## src/rtl/timer_pkg.sv

```systemverilog
// Shared definitions for the two-mode timer: state encoding and default sizing.
package timer_pkg;

  localparam int unsigned TIMER_WIDTH = 25;
  localparam int unsigned DEFAULT_DIV = 50_000_000;

  typedef enum logic [1:0] {
    IDLE,
    RUN,
    PAUSED,
    EXPIRED
  } state_e;

endpackage

```

## src/rtl/timer_prescaler.sv

```systemverilog
// Divides the system clock down to one tick every DIV enabled cycles.
module timer_prescaler
  import timer_pkg::*;
#(
  parameter int unsigned DIV = DEFAULT_DIV
) (
  input  logic clk,
  input  logic rst,
  input  logic clear,
  input  logic enable,
  output logic tick
);

  localparam int unsigned   PW   = (DIV > 1) ? $clog2(DIV) : 1;
  localparam logic [PW-1:0] LAST = PW'(DIV - 1);

  logic [PW-1:0] cnt_q, cnt_d;

  // clear dominates enable so a reload always restarts a full tick period
  always_comb begin
    cnt_d = cnt_q;
    if (clear) begin
      cnt_d = '0;
    end else if (enable) begin
      cnt_d = (cnt_q == LAST) ? '0 : cnt_q + PW'(1);
    end
  end

  always_ff @(posedge clk or negedge rst) begin
    if (!rst) begin
      cnt_q <= '0;
    end else begin
      cnt_q <= cnt_d;
    end
  end

  assign tick = enable && (cnt_q == LAST);

endmodule

```

## src/rtl/countdown_timer25.sv

```systemverilog
// Down-counting core of the two-mode timer: loads a preset, decrements per
// prescaled tick while running, flags expiry with a done pulse and sticky level.
module countdown_timer25
  import timer_pkg::*;
#(
  parameter int unsigned WIDTH = TIMER_WIDTH,
  parameter int unsigned DIV   = DEFAULT_DIV
) (
  input  logic             clk,
  input  logic             rst,
  input  logic             load,
  input  logic [WIDTH-1:0] load_value,
  input  logic             start,
  input  logic             pause,
  output logic [WIDTH-1:0] count,
  output logic             running,
  output logic             done,
  output logic             expired
);

  state_e           state_q, state_d;
  logic [WIDTH-1:0] count_q, count_d;
  logic             done_q, done_d;
  logic             running_q, expired_q;
  logic             psc_clear, psc_en, tick;

  // Prescaler control is decoded from registered state and raw requests only,
  // so the tick fed back into the next-state logic forms no combinational loop.
  assign psc_clear = load || (state_q == IDLE) || (state_q == EXPIRED);
  assign psc_en    = (state_q == RUN) && !load && !pause;

  timer_prescaler #(
    .DIV(DIV)
  ) u_prescaler (
    .clk   (clk),
    .rst   (rst),
    .clear (psc_clear),
    .enable(psc_en),
    .tick  (tick)
  );

  always_comb begin
    state_d = state_q;
    count_d = count_q;
    done_d  = 1'b0;
    unique case (state_q)
      IDLE: begin
        if (load) begin
          count_d = load_value;
        end else if (start) begin
          if (count_q == '0) begin
            state_d = EXPIRED;
            done_d  = 1'b1;
          end else begin
            state_d = RUN;
          end
        end
      end
      RUN, PAUSED: begin
        if (load) begin
          count_d = load_value;
          if (load_value == '0) begin
            state_d = EXPIRED;
            done_d  = 1'b1;
          end else if (pause) begin
            state_d = PAUSED;
          end
        end else if (pause) begin
          state_d = PAUSED;
        end else if (state_q == PAUSED) begin
          if (start) state_d = RUN;
        end else if (tick) begin
          // a zero count never decrements; it just expires
          if ((count_q == WIDTH'(1)) || (count_q == '0)) begin
            count_d = '0;
            state_d = EXPIRED;
            done_d  = 1'b1;
          end else begin
            count_d = count_q - WIDTH'(1);
          end
        end
      end
      EXPIRED: begin
        count_d = '0;
        if (load) begin
          count_d = load_value;
          state_d = IDLE;
        end
      end
      default: state_d = IDLE;
    endcase
  end

  always_ff @(posedge clk or negedge rst) begin
    if (!rst) begin
      state_q   <= IDLE;
      count_q   <= '0;
      done_q    <= 1'b0;
      running_q <= 1'b0;
      expired_q <= 1'b0;
    end else begin
      state_q   <= state_d;
      count_q   <= count_d;
      done_q    <= done_d;
      running_q <= (state_d == RUN);
      expired_q <= (state_d == EXPIRED);
    end
  end

  assign count   = count_q;
  assign running = running_q;
  assign done    = done_q;
  assign expired = expired_q;

endmodule

```

## config.mk

```make
export PLATFORM = sky130hd
export DESIGN_NAME = countdown_timer25
export DESIGN_NICKNAME = d
export VERILOG_FILES = /design/src/rtl/timer_pkg.sv /design/src/rtl/timer_prescaler.sv /design/src/rtl/countdown_timer25.sv
export SDC_FILE = /design/constraint.sdc
export NUM_CORES = 1
export LEC_CHECK = 0
export CAP_MARGIN = 20
export CORE_AREA = 3 3 83 85
export CTS_BUF_LIST = sky130_fd_sc_hd__clkbuf_4 sky130_fd_sc_hd__clkbuf_8
export CTS_CLUSTER_SIZE = 8
export DETAILED_ROUTE_END_ITERATION = 12
export DIE_AREA = 0 0 86 88
export PLACE_DENSITY = 0.88
export RECOVER_POWER = 50
export SYNTH_ARGS = -nofsm -noshare
export SYNTH_HDL_FRONTEND = slang
export SYNTH_SLANG_ARGS = --single-unit
```

## constraint.sdc

```tcl
create_clock -name clk -period 5.45 [get_ports clk]
set_clock_uncertainty 0.05 [all_clocks]
set_input_delay 0.545 -clock clk [delete_from_list [all_inputs] [get_ports clk]]
set_output_delay 0.545 -clock clk [all_outputs]
set_load 0.01 [all_outputs]
```

# Yosys cells after proc, flatten, opt, wreduce, memory -nomap -nowiden
# Index checks and enable logic that the tools add are counted.
[word_totals]
register_bits = 56
inputBits = 30
output_inout_bits = 28
word_cells = 67
[classes]
addsub = 2
n_eq_ne = 11
mux = 34
n_reduce_logical = 14
[ops]
columns = ["op", "count"]
rows = [
  ["$mux 25", 7],
  ["$mux 26", 3],
  ["$pmux 25 s3", 1],
  ["$logic_not 25->1", 2],
  ["$add 26x1->26 const B", 1],
  ["$eq 26x26->1 const B", 1],
  ["$eq 25x1->1 const B", 1],
  ["$sub 25x1->25 const B", 1],
  ["$mux 2", 12],
  ["$mux 1", 9],
  ["$ne 3x3->1 const B", 3],
  ["$eq 2x2->1 const B", 3],
  ["$pmux 2 s3", 1],
  ["$eq 2x1->1 const B", 2],
  ["$reduce_and 4->1", 1],
  ["$logic_and 1x1->1", 3],
  ["$logic_or 1x1->1", 3],
  ["$logic_not 1->1", 2],
  ["$logic_not 2->1", 1],
  ["$ne 2x2->1 const B", 1],
  ["$pmux 1 s2", 1],
  ["$reduce_bool 2->1", 1],
  ["$reduce_or 2->1", 1],
]

# Depth between registers and ports, before layout
# Gate-level depths: netlist of the first run.
[logic_depth]
ltp_word = 10
mapped_depth = 11
depth_no_buf = 8

# By module
# A second synthesis of the first run with hierarchy kept.
[unflattened]
cells_unflattened = 425
hier_area_um2 = 3656.0
[modules_own_cells]
columns = ["module", "n_inst", "cells_each", "area_per_inst_um2", "seq_area_each_um2"]
rows = [
  ["countdown_timer25", 1, 252, 2093.3, 750.7],
  ["timer_prescaler", 1, 173, 1562.7, 650.6],
]

# Worst setup path before layout of the first run
# No wires, ideal clock.
[synth_path]
path_kind = "reg-to-reg"
start = "register count_q[19] (netlist: count[19])"
end = "register count_q[7] (netlist: count[7])"
setup_time_ps = 126
t_arrival_ps = 2361
required_time_ps = 5274
path_slack_ps = 2913
path_stages_with_launch = 9
n_path_buf = 2
period_less_slack_ps = 2537
path_cell_list = "dfrtp_1 > or4_4 > or3_1 > buf_6 > o31a_1 > buf_6 > a32oi_2 > nor2_1 > a221o_1"
[synth_between]
elab_chain_cells = 8
word_cells_on_any_way = 9
cone_classes = "1 x eq/ne; 6 x mux; 2 x reduce/logical"
[synth_rtl]
columns = ["element", "line", "rtl"]
rows = [
  ["start, declared", "countdown_timer25.sv:22", "logic [WIDTH-1:0] count_q, count_d;"],
  ["start signal, assigned", "countdown_timer25.sv:103", "count_q <= count_d;"],
  ["$eq 25x1->1 / $logic_not 25->1 (equally long branches)", "countdown_timer25.sv:74", "if ((count_q == WIDTH'(1)) || (count_q == '0)) begin"],
  ["$logic_or 1x1->1 (*)", "countdown_timer25.sv:74", ""],
  ["$mux 25 (*)", "countdown_timer25.sv:74", ""],
  ["$mux 25 (*)", "countdown_timer25.sv:72", "end else if (tick) begin"],
  ["$mux 25 (*)", "countdown_timer25.sv:70", "end else if (state_q == PAUSED) begin"],
  ["$mux 25 (*)", "countdown_timer25.sv:68", "end else if (pause) begin"],
  ["$mux 25 (*)", "countdown_timer25.sv:60", "if (load) begin"],
  ["$pmux 25 s3 (*)", "countdown_timer25.sv:46", "unique case (state_q)"],
]
# Every way passes the cells marked *; elsewhere a longest branch is shown, timed or not. The select of a mux whose other input is x is not followed.
# A chain may end at the register's enable or synchronous reset.

# Final worst setup path of the first run
[layout_path]
start = "register count_q[7] (netlist: count[7])"
end = "register count_q[16] (netlist: count[16])"
[layout_between]
elab_chain_cells = 8
word_cells_on_any_way = 10
cone_classes = "1 x add/sub; 1 x eq/ne; 6 x mux; 2 x reduce/logical"
[layout_rtl]
columns = ["element", "line"]
rows = [
  ["parallel branches: the longest is 2 deep, another holds $sub 25x1->25", "n/a"],
  ["$mux 25 (*)", "countdown_timer25.sv:74"],
  ["$mux 25 (*)", "countdown_timer25.sv:72"],
  ["$mux 25 (*)", "countdown_timer25.sv:70"],
  ["$mux 25 (*)", "countdown_timer25.sv:68"],
  ["$mux 25 (*)", "countdown_timer25.sv:60"],
  ["$pmux 25 s3 (*)", "countdown_timer25.sv:46"],
]
# Mark *: on every way between the ends. The select of a mux whose other input is x is not followed.

==> impl_metrics.json, run 1 <==
{
  "status": "complete, but fails checks",
  "violations": "max-capacitance violations, max-slew violations",
  "first_pass_iters": 5,
  "grt_first_pass_wirelength_um": 17600,
  "clkLatencyLatePin_ps": 320,
  "final-setup-viol-count": 0,
  "initial_core_util": 0.586,
  "clkTransAtPathRegs_ps": 120,
  "hold_path.class": "reg -> reg",
  "area_growth_pct": 18.4,
  "synth_cells": 446,
  "crit_buf_inv": 0,
  "synth_top_area_cell": "dfrtp_1",
  "cts.path.max_buffers": 2,
  "p_leak_nw": 1.69,
  "grt_max_degree": 57,
  "end_kind": "flip-flop",
  "critical_path_arrival_ps": 3310,
  "cp_slowest_cell": "o31ai_2",
  "route.detailed.drc": 0,
  "grt.total_usage": 0.291,
  "drtIter0Drc": 436,
  "worstPathMaxFanout": 12,
  "cts_setup_buffers": 0,
  "gp_congestion": 0.932,
  "yosys-top-cells-area": "dfrtp_1 (38%), nor2_1 (6.3%), o21ai_0 (5.3%)",
  "ys.flop_type": "dfrtp_1",
  "synth_top_area_frac": 0.381,
  "fmax_ghz": 0.317,
  "final_nets": 530,
  "clock_sinks": 56,
  "final_util": 0.694,
  "synth_edf_count": 0,
  "path_cells": "nor4_2 > nand4_2 > o31ai_2 > nor3_1 > a211oi_1 > o31ai_1",
  "cts_inserted_buffers": 5,
  "tightest_slew_ps": 3030,
  "synthDistinctLibCells": 57,
  "ant_nets": 0,
  "startpoint_type": "flip-flop",
  "syn_avg_cell_area_um2": 8.25,
  "drive_above_1_share": 0.0487,
  "drt-total-wl_um": 10700,
  "drv_cap": 1,
  "slew_headroom": -1.02,
  "fill_cells": 500,
  "rsz0062_at_grt": "no",
  "finalHoldViolations": 0,
  "io_buffers": 57,
  "num_io_pins": 58,
  "path_class": "reg -> reg",
  "ys_warn_count": 0,
  "ctsResizeCount": 0,
  "num_antenna_cells": 0,
  "coreArea_um2": 6280,
  "yosysSeqAreaShare": 0.381,
  "vias": 3835,
  "cp.required_ps": 5610,
  "grt_overflow_total": 0,
  "cts_tree": "done",
  "synth_fp_nets": 484,
  "grt_pass1_vias": 3644,
  "rows": 29,
  "netlist_area_um2": 3680,
  "fin_tns_setup_ps": 0,
  "synth_top_cells_by_count": "nor2_1 (62), dfrtp_1 (56), o21ai_0 (39)",
  "h-tree-depth": 2,
  "slew_viol_final": 57,
  "die_height_um": 88,
  "synth_seq_cells": 56,
  "die_x_um": 86,
  "ir_drop_v": 0.000388,
  "antenna_found_initial": 0,
  "die_area_um2": 7570,
  "dp_hpwl_um": 7870,
  "post-route-min-period_ps": 3150,
  "finalCritPeriodShare": 0.579,
  "async_flop_share": 1.00,
  "p_per_area_nw_per_um2": 444,
  "crit_family": "compound AO/OA/AOI/OAI gates",
  "synth_most_common_cell": "nor2_1",
  "cpPeakStageDelay_ps": 920,
  "wl_per_cell_um": 18.8,
  "routed_via_density": 6.73,
  "root_buffer": "clkbuf_8",
  "cts_hold_buf": 0
}
state kept, by name (all words and copies together), names as in the netlist:
| register | count |
|---|---|
| count | 25 |
| done | 1 |
| expired | 1 |
| running | 1 |
| state_q | 2 |
| u_prescaler.cnt_q | 26 |
layout by cell type (no fill, tap or decap), drive strengths merged, types with 6 or more instances in the layout:
cell / instances
nand2: 28
clkbuf: 6
nor4: 16
xor2: 10
clkdlybuf4s50: 43
a21oi: 29
nor3: 21
dlygate4sd3: 13
nand3: 17
nand4: 8
inv: 15
o21ai: 48
and3: 8
dfrtp: 56
ha: 8
nor2: 62
o31ai: 11
a32oi: 8
or3: 7
xnor2: 7
area by class of cell:
type                    instances  area (um^2)  area share
well taps                      77         96.3      0.0221
clock inverters                 3         27.5     0.00632
clock buffers                   5         68.8      0.0158
inverters                      14         52.6      0.0121
flip-flops and latches         56         1400       0.322
multi-input cells             356         2130       0.490
repair buffers                 59          577       0.132
path summary, 6_finish.rpt:
| kind | endpoint | from | cells past startpoint | slack [ps] |
|---|---|---|---|---|
| setup / recovery | count[16] | count[7] | 6 | 2300 |
| hold / removal | u_prescaler.cnt_q[22] | u_prescaler.cnt_q[22] | 1 | 450 |
| setup reg to reg | count[16] | count[7] | 6 | 2300 |
| hold reg to reg | u_prescaler.cnt_q[22] | u_prescaler.cnt_q[22] | 1 | 450 |
| max in group asynchronous | u_prescaler.cnt_q[18] | rst | 2 | 2380 |
| min in group asynchronous | count[4] | rst | 2 | 1230 |
per-stage QoR:
| stage | setup slack (ps) | cells | hold WS [ps] | cell area (um^2) | power (mW) |
|---|---|---|---|---|---|
| after floorplan | 2910 | 446 | 199 | 3680 | 1.29 |
| final | 2300 | 570 | 453 | 4360 | 1.93 |
| after global placement | 2450 | 562 | 419 | 4260 | 1.65 |
| after CTS | 2390 | 570 | 338 | 4360 | 1.93 |
| after global routing | 1840 | 570 | 481 | 4360 | 2.06 |
| after detailed placement | 2320 | 562 | 431 | 4260 | 1.69 |
report_power, final:
group	internal, mW	total, mW	switching (mW)	leakage (nW)
logic	0.408	1.03	0.621	0.903
clock network	0.0949	0.246	0.152	0.0463
registers	0.517	0.658	0.140	0.741
total	1.02	1.93	0.913	1.69
logic make-up (layout without fill, tap and decap cells):
| kind of cell | Yosys count | after routing | synth area share |
|---|---|---|---|
| simple gates | 195 | 195 | 0.271 |
| compound gates | 136 | 136 | 0.241 |
| flops | 56 | 56 | 0.381 |
| buf+inv | 34 | 81 | 0.0394 |
| xor+xnor | 17 | 17 | 0.0405 |
| fa+ha+maj | 8 | 8 | 0.0272 |
metal layers:
layer | GRT usage | part of all wire
met4 | 0.0878 | 0.019
met5 | 0 | 0
met2 | 0.467 | 0.46
met1 | 0.406 | 0.42
met3 | 0.0489 | 0.10
Note: power is estimated with default switching activity, not from simulation.
==> inputs of run 2 (changes only) <==
CORE_AREA = 3 3 89 91   (was 3 3 83 85)
DIE_AREA = 0 0 92 94   (was 0 0 86 88)
PLACE_DENSITY = 0.81   (was 0.88)
clock period = 2.7 ns   (was 5.45 ns; I/O delays follow)
==> impl_metrics.json, run 2 (synthesized netlist as in run 1, its figures left out) <==
{
  "r2r_cells": 7,
  "layout_commonest_cell": "nor2_1",
  "slew_headroom": -0.0730,
  "worst_slack_ps": 138,
  "first_pass_iters": 7,
  "hp-start": "u_prescaler.cnt_q[22]",
  "final_nets": 559,
  "ir_drop_v": 0.000432,
  "cts_inserted_buffers": 5,
  "routed_via_density": 6.17,
  "power_frac_seq": 0.311,
  "ant_nets": 0,
  "largest_register_ffs": 26,
  "dp_cells": 612,
  "antenna_found_initial": 0,
  "finalCritPeriodShare": 0.949,
  "grt_first_pass_wirelength_um": 18100,
  "status": "complete, but fails checks",
  "die_height_um": 94,
  "fin_tns_setup_ps": 0,
  "crit_family": "simple AND/OR/NAND/NOR gates",
  "route.detailed.drc": 0,
  "clock_sinks": 56,
  "wl_per_cell_um": 17.7,
  "fmax_ghz": 0.390,
  "pwr-share-clk": 0.117,
  "gp_congestion": 0.963,
  "initial_core_util": 0.510,
  "post-route-min-period_ps": 2560,
  "p_leak_nw": 1.84,
  "clkLatencyLatePin_ps": 320,
  "regMostFlops": "u_prescaler.cnt_q",
  "worst_r2r_startpoint": "count[22]",
  "grt_overflow_total": 0,
  "final-setup-viol-count": 0,
  "rows": 31,
  "drtIter0Drc": 305,
  "dp_hpwl_um": 8600,
  "startpoint_type": "flip-flop",
  "grt.total_usage": 0.260,
  "holdPathEnd": "u_prescaler.cnt_q[22]",
  "grt_pass1_vias": 3580,
  "h-tree-depth": 2,
  "path_cells": "or4_4 > or3_1 > o31ai_2 > buf_4 > nor3_1 > a211oi_1 > o31ai_1",
  "intPower_mw": 2.25,
  "dp_slack_ps": 213,
  "cts.path.max_buffers": 2,
  "r2r_end": "count[10]",
  "violations": "max-capacitance violations, max-slew violations",
  "coreArea_um2": 7210,
  "final_cell_mix": "nor2_1 (62), dfrtp_1 (56), clkdlybuf4s50_1 (42)",
  "area_growth_pct": 25.7,
  "rsz0062_at_grt": "no",
  "clkTransAtPathRegs_ps": 110,
  "drive_above_1_share": 0.0996,
  "grt_max_degree": 43,
  "cp.required_ps": 2850,
  "p_sw_mw": 1.87,
  "io_buffers": 57,
  "path_class": "reg -> reg",
  "slew_viol_final": 28,
  "postPlaceCellArea_um2": 4530,
  "hold_path.class": "reg -> reg",
  "cts_setup_buffers": 0,
  "switching_share": 0.455,
  "cts_tree": "done",
  "critical_path_arrival_ps": 2710,
  "cpPeakStageDelay_ps": 540,
  "fin_area_um2": 4630,
  "drt-total-wl_um": 11000,
  "root_buffer": "clkbuf_8",
  "die_area_um2": 8650,
  "fin_cells": 621,
  "tightest_slew_ps": 1610,
  "finalHoldViolations": 0,
  "die_x_um": 92,
  "worstPathMaxFanout": 10,
  "cp_slowest_cell": "or4_4",
  "p_per_area_nw_per_um2": 891,
  "end_kind": "flip-flop",
  "num_io_pins": 58,
  "p_comb_frac": 0.572,
  "crit_buf_inv": 1,
  "num_antenna_cells": 0,
  "rrSetupSlack_ps": 140,
  "vias": 3829,
  "hold_depth": 1,
  "drv_cap": 1
}
## run 2: worst max-delay path by stage
stage	start	to	slack [ps]	cells past startpoint
2_1_floorplan	count[19]	count[7]	160	8
3_3_place_gp	count[19]	count[7]	240	6
3_5_place_dp	count[19]	count[7]	210	6
4_1_cts	count[19]	count[7]	190	6
5_1_grt	count[19]	count[10]	50	7
6_report	count[22]	count[10]	140	7
## run 2: worst register-to-register path, delay by kind of cell (launching register included)
kind | cells | cell delay [ps]
buffers and inverters | 1 | 240
DFF | 1 | 410
and+or+nand+nor | 3 | 1090
AOI/OAI and AO/OA | 3 | 680
## run 2: final cells by class
cell class	count	area, um^2
Multi-Input combinational cell	356	2130
Timing Repair Buffer	88	825
Clock buffer	5	68.8
Sequential cell	56	1400
Inverter	14	52.6
Fill cell	648	2590
Tap cell	99	124
Clock inverter	3	21.3
## run 2: repair_timing
item	4_1_cts	5_1_grt
resized for setup	0	0
hold endpoints to repair	27	0
hold buffers	1	0
## run 2: power by group through the flow
stage / Clock (mW) / Sequential [mW] / Combinational, mW
detailed placement: 0 / 1.30 / 2.36
global route: 0.518 / 1.32 / 2.58
finish: 0.482 / 1.28 / 2.36
global placement: 0 / 1.29 / 2.33
floorplan: 0 / 1.35 / 1.25
CTS: 0.495 / 1.28 / 2.38
## run 2: stage by stage
step | power [mW] | utilization | hold slack (ps)
after CTS | 4.15 | 0.641 | 447
final | 4.12 | 0.641 | 446
after floorplan | 2.61 | - | -75.6
after detailed placement | 3.66 | 0.627 | 287
after global routing | 4.41 | 0.641 | 481
after global placement | 3.62 | 0.627 | 274
## run 2: metal layers
layer	GRT usage	part of all wire	vias to the layer above	wire [um]
met5	0	0	-	0
met4	0.0854	0.023	0	250
met3	0.0577	0.085	24	942
met2	0.411	0.46	191	5060
met1	0.353	0.43	1802	4770
li1	-	-	1812	-
==> inputs of run 3 (changes only) <==
--- a/config.mk
+++ b/config.mk
@@ -6,11 +6,12 @@
 export NUM_CORES = 1
 export LEC_CHECK = 0
+export ABC_AREA = 1
 export CAP_MARGIN = 20
-export CORE_AREA = 3 3 89 91
+export CORE_AREA = 3 3 98 100
 export CTS_BUF_LIST = sky130_fd_sc_hd__clkbuf_4 sky130_fd_sc_hd__clkbuf_8
 export CTS_CLUSTER_SIZE = 8
 export DETAILED_ROUTE_END_ITERATION = 12
-export DIE_AREA = 0 0 92 94
-export PLACE_DENSITY = 0.81
+export DIE_AREA = 0 0 101 103
+export PLACE_DENSITY = 0.79
 export RECOVER_POWER = 50
 export SYNTH_ARGS = -nofsm -noshare
==> constraint.sdc (replaced) <==
create_clock -name clk -period 2.7 [get_ports clk]
set_clock_uncertainty 0.05 [all_clocks]
set_input_delay 0.405 -clock clk [delete_from_list [all_inputs] [get_ports clk]]
set_output_delay 0.405 -clock clk [all_outputs]
set_load 0.01 [all_outputs]
==> impl_metrics.json, run 3 <==
{
  "vias": 4779,
  "coreArea_um2": 8760,
  "clock_sinks": 56,
  "finalHoldWorstSlack_ps": 391,
  "synth_top_cells_by_count": "nand2_1 (181), inv_1 (93), nor2_1 (75)",
  "fin_tns_setup_ps": 0,
  "slew_viol_final": 28,
  "ant_nets": 0,
  "rrSetupSlack_ps": 260,
  "async_flop_share": 1.00,
  "layout_commonest_cell": "nand2_1",
  "fin_cells": 839,
  "rsz0062_at_grt": "no",
  "synth_fp_nets": 717,
  "synth_most_common_cell": "nand2_1",
  "grt_max_degree": 45,
  "routed_via_density": 5.70,
  "cp_slowest_cell": "o211ai_1",
  "ir_drop_v": 0.000668,
  "synth_top_area_cell": "dfrtp_1",
  "root_buffer": "clkbuf_8",
  "clkTransAtPathRegs_ps": 120,
  "cts_hold_buf": 0,
  "ys.flop_type": "dfrtp_1",
  "crit_family": "compound AO/OA/AOI/OAI gates",
  "drt-total-wl_um": 12800,
  "grt_pass1_vias": 4424,
  "final_cell_mix": "nand2_1 (181), inv_1 (93), nor2_1 (75)",
  "drive_above_1_share": 0.0793,
  "drv_cap": 1,
  "synth_edf_count": 0,
  "violations": "max-capacitance violations, max-slew violations",
  "p_per_area_nw_per_um2": 946,
  "area_growth_pct": 15.8,
  "fin_area_um2": 5220,
  "num_io_pins": 58,
  "synthDistinctLibCells": 43,
  "finalHoldViolations": 0,
  "grt_overflow_total": 0,
  "syn_avg_cell_area_um2": 6.64,
  "synth_cells": 679,
  "hold_path.class": "in -> async",
  "wl_per_cell_um": 15.3,
  "status": "complete, but fails checks",
  "grt_first_pass_wirelength_um": 21200,
  "rows": 34,
  "netlist_area_um2": 4510,
  "crit_buf_inv": 0,
  "cts_tree": "done",
  "ys_warn_count": 0,
  "synth_top_area_frac": 0.311,
  "yosys-top-cells-area": "dfrtp_1 (31%), nand2_1 (15%), inv_1 (7.7%)",
  "post-route-min-period_ps": 2440,
  "antenna_found_initial": 0,
  "grt.total_usage": 0.251,
  "end_kind": "flip-flop",
  "route.detailed.drc": 0,
  "final-setup-viol-count": 0,
  "cp.required_ps": 2860,
  "dp_hpwl_um": 9410,
  "fill_cells": 827,
  "startpoint_type": "flip-flop",
  "regMostFlops": "u_prescaler.cnt_q",
  "final_nets": 768,
  "die_area_um2": 10400,
  "p_leak_nw": 2.45,
  "initial_core_util": 0.514,
  "largest_register_ffs": 26,
  "yosysSeqAreaShare": 0.311,
  "h-tree-depth": 2,
  "io_buffers": 57,
  "clkLatencyLatePin_ps": 330,
  "tightest_slew_ps": 1560,
  "die_x_um": 101,
  "finalCritPeriodShare": 0.904,
  "drtIter0Drc": 442,
  "cts_inserted_buffers": 5,
  "gp_congestion": 0.923,
  "synth_seq_cells": 56,
  "postPlaceCellArea_um2": 5150,
  "path_cells": "nor2_1 > nand2_1 > nor2_2 > nand3_1 > o211ai_1 > o21ai_0 > nand3_1 > o21ai_0",
  "ctsResizeCount": 0,
  "slew_headroom": -0.0397,
  "fmax_ghz": 0.410,
  "die_height_um": 103,
  "dp_cells": 831,
  "cpPeakStageDelay_ps": 760,
  "path_class": "reg -> reg",
  "cts_setup_buffers": 0,
  "first_pass_iters": 5,
  "critical_path_arrival_ps": 2600,
  "cts.path.max_buffers": 2,
  "num_antenna_cells": 0,
  "final_util": 0.596,
  "worstPathMaxFanout": 11
}
-- run 3: logic make-up after synthesis --
family	Yosys count	share of synthesized area
simple gates	385	0.392
fa+ha+maj	8	0.0222
flops	56	0.311
compound gates	89	0.119
buf+inv	118	0.111
xor+xnor	23	0.0447
-- run 3: area by class of cell --
| class | instances | area [um^2] | share of cell area |
|---|---|---|---|
| tap | 108 | 135 | 0.0259 |
| sequential | 56 | 1400 | 0.268 |
| timing repair buffer | 64 | 614 | 0.118 |
| clock inverter | 3 | 22.5 | 0.00431 |
| clock buffer | 5 | 68.8 | 0.0132 |
| multi-input combinational | 505 | 2600 | 0.498 |
| inverter | 98 | 377 | 0.0721 |
-- run 3: where the power goes --
part	switching, mW	internal [mW]	leakage [nW]	total (mW)
Clock	0.315	0.187	0.0485	0.502
Sequential	0.318	1.07	0.735	1.39
Combinational	1.88	1.16	1.66	3.05
Total	2.52	2.42	2.45	4.94
-- run 3: metal layers --
| layer | part of all wire | up-vias | track usage |
|---|---|---|---|
| met5 | 0 | - | 0 |
| met4 | 0.021 | 0 | 0.0859 |
| met3 | 0.083 | 26 | 0.0379 |
| met2 | 0.45 | 245 | 0.384 |
| met1 | 0.45 | 2216 | 0.362 |
| li1 | - | 2292 | - |
-- run 3: worst paths after layout --
kind | from | endpoint | depth (start not counted)
max | count[10] | count[0] | 8
min | rst | u_prescaler.cnt_q[16] | 1
max reg2reg | count[10] | count[0] | 8
min reg2reg | u_prescaler.cnt_q[11] | u_prescaler.cnt_q[11] | 1
max in group asynchronous | rst | count[24] | 2
min in group clk | u_prescaler.cnt_q[11] | u_prescaler.cnt_q[11] | 1
-- run 3: worst register-to-register path, stage by stage (launching register included) --
cell      delay (ps)
dfrtp_1          460
nor2_1           230
nand2_1          100
nor2_2           160
nand3_1          140
o211ai_1         760
o21ai_0          210
nand3_1          120
o21ai_0           90
-- run 3: metrics by stage --
step | total power [mW] | setup slack (ps)
6_report | 4.94 | 260
2_1_floorplan | 3.45 | 766
3_3_place_gp | 4.35 | 436
5_1_grt | 5.34 | 112
3_5_place_dp | 4.43 | 285
4_1_cts | 4.94 | 267
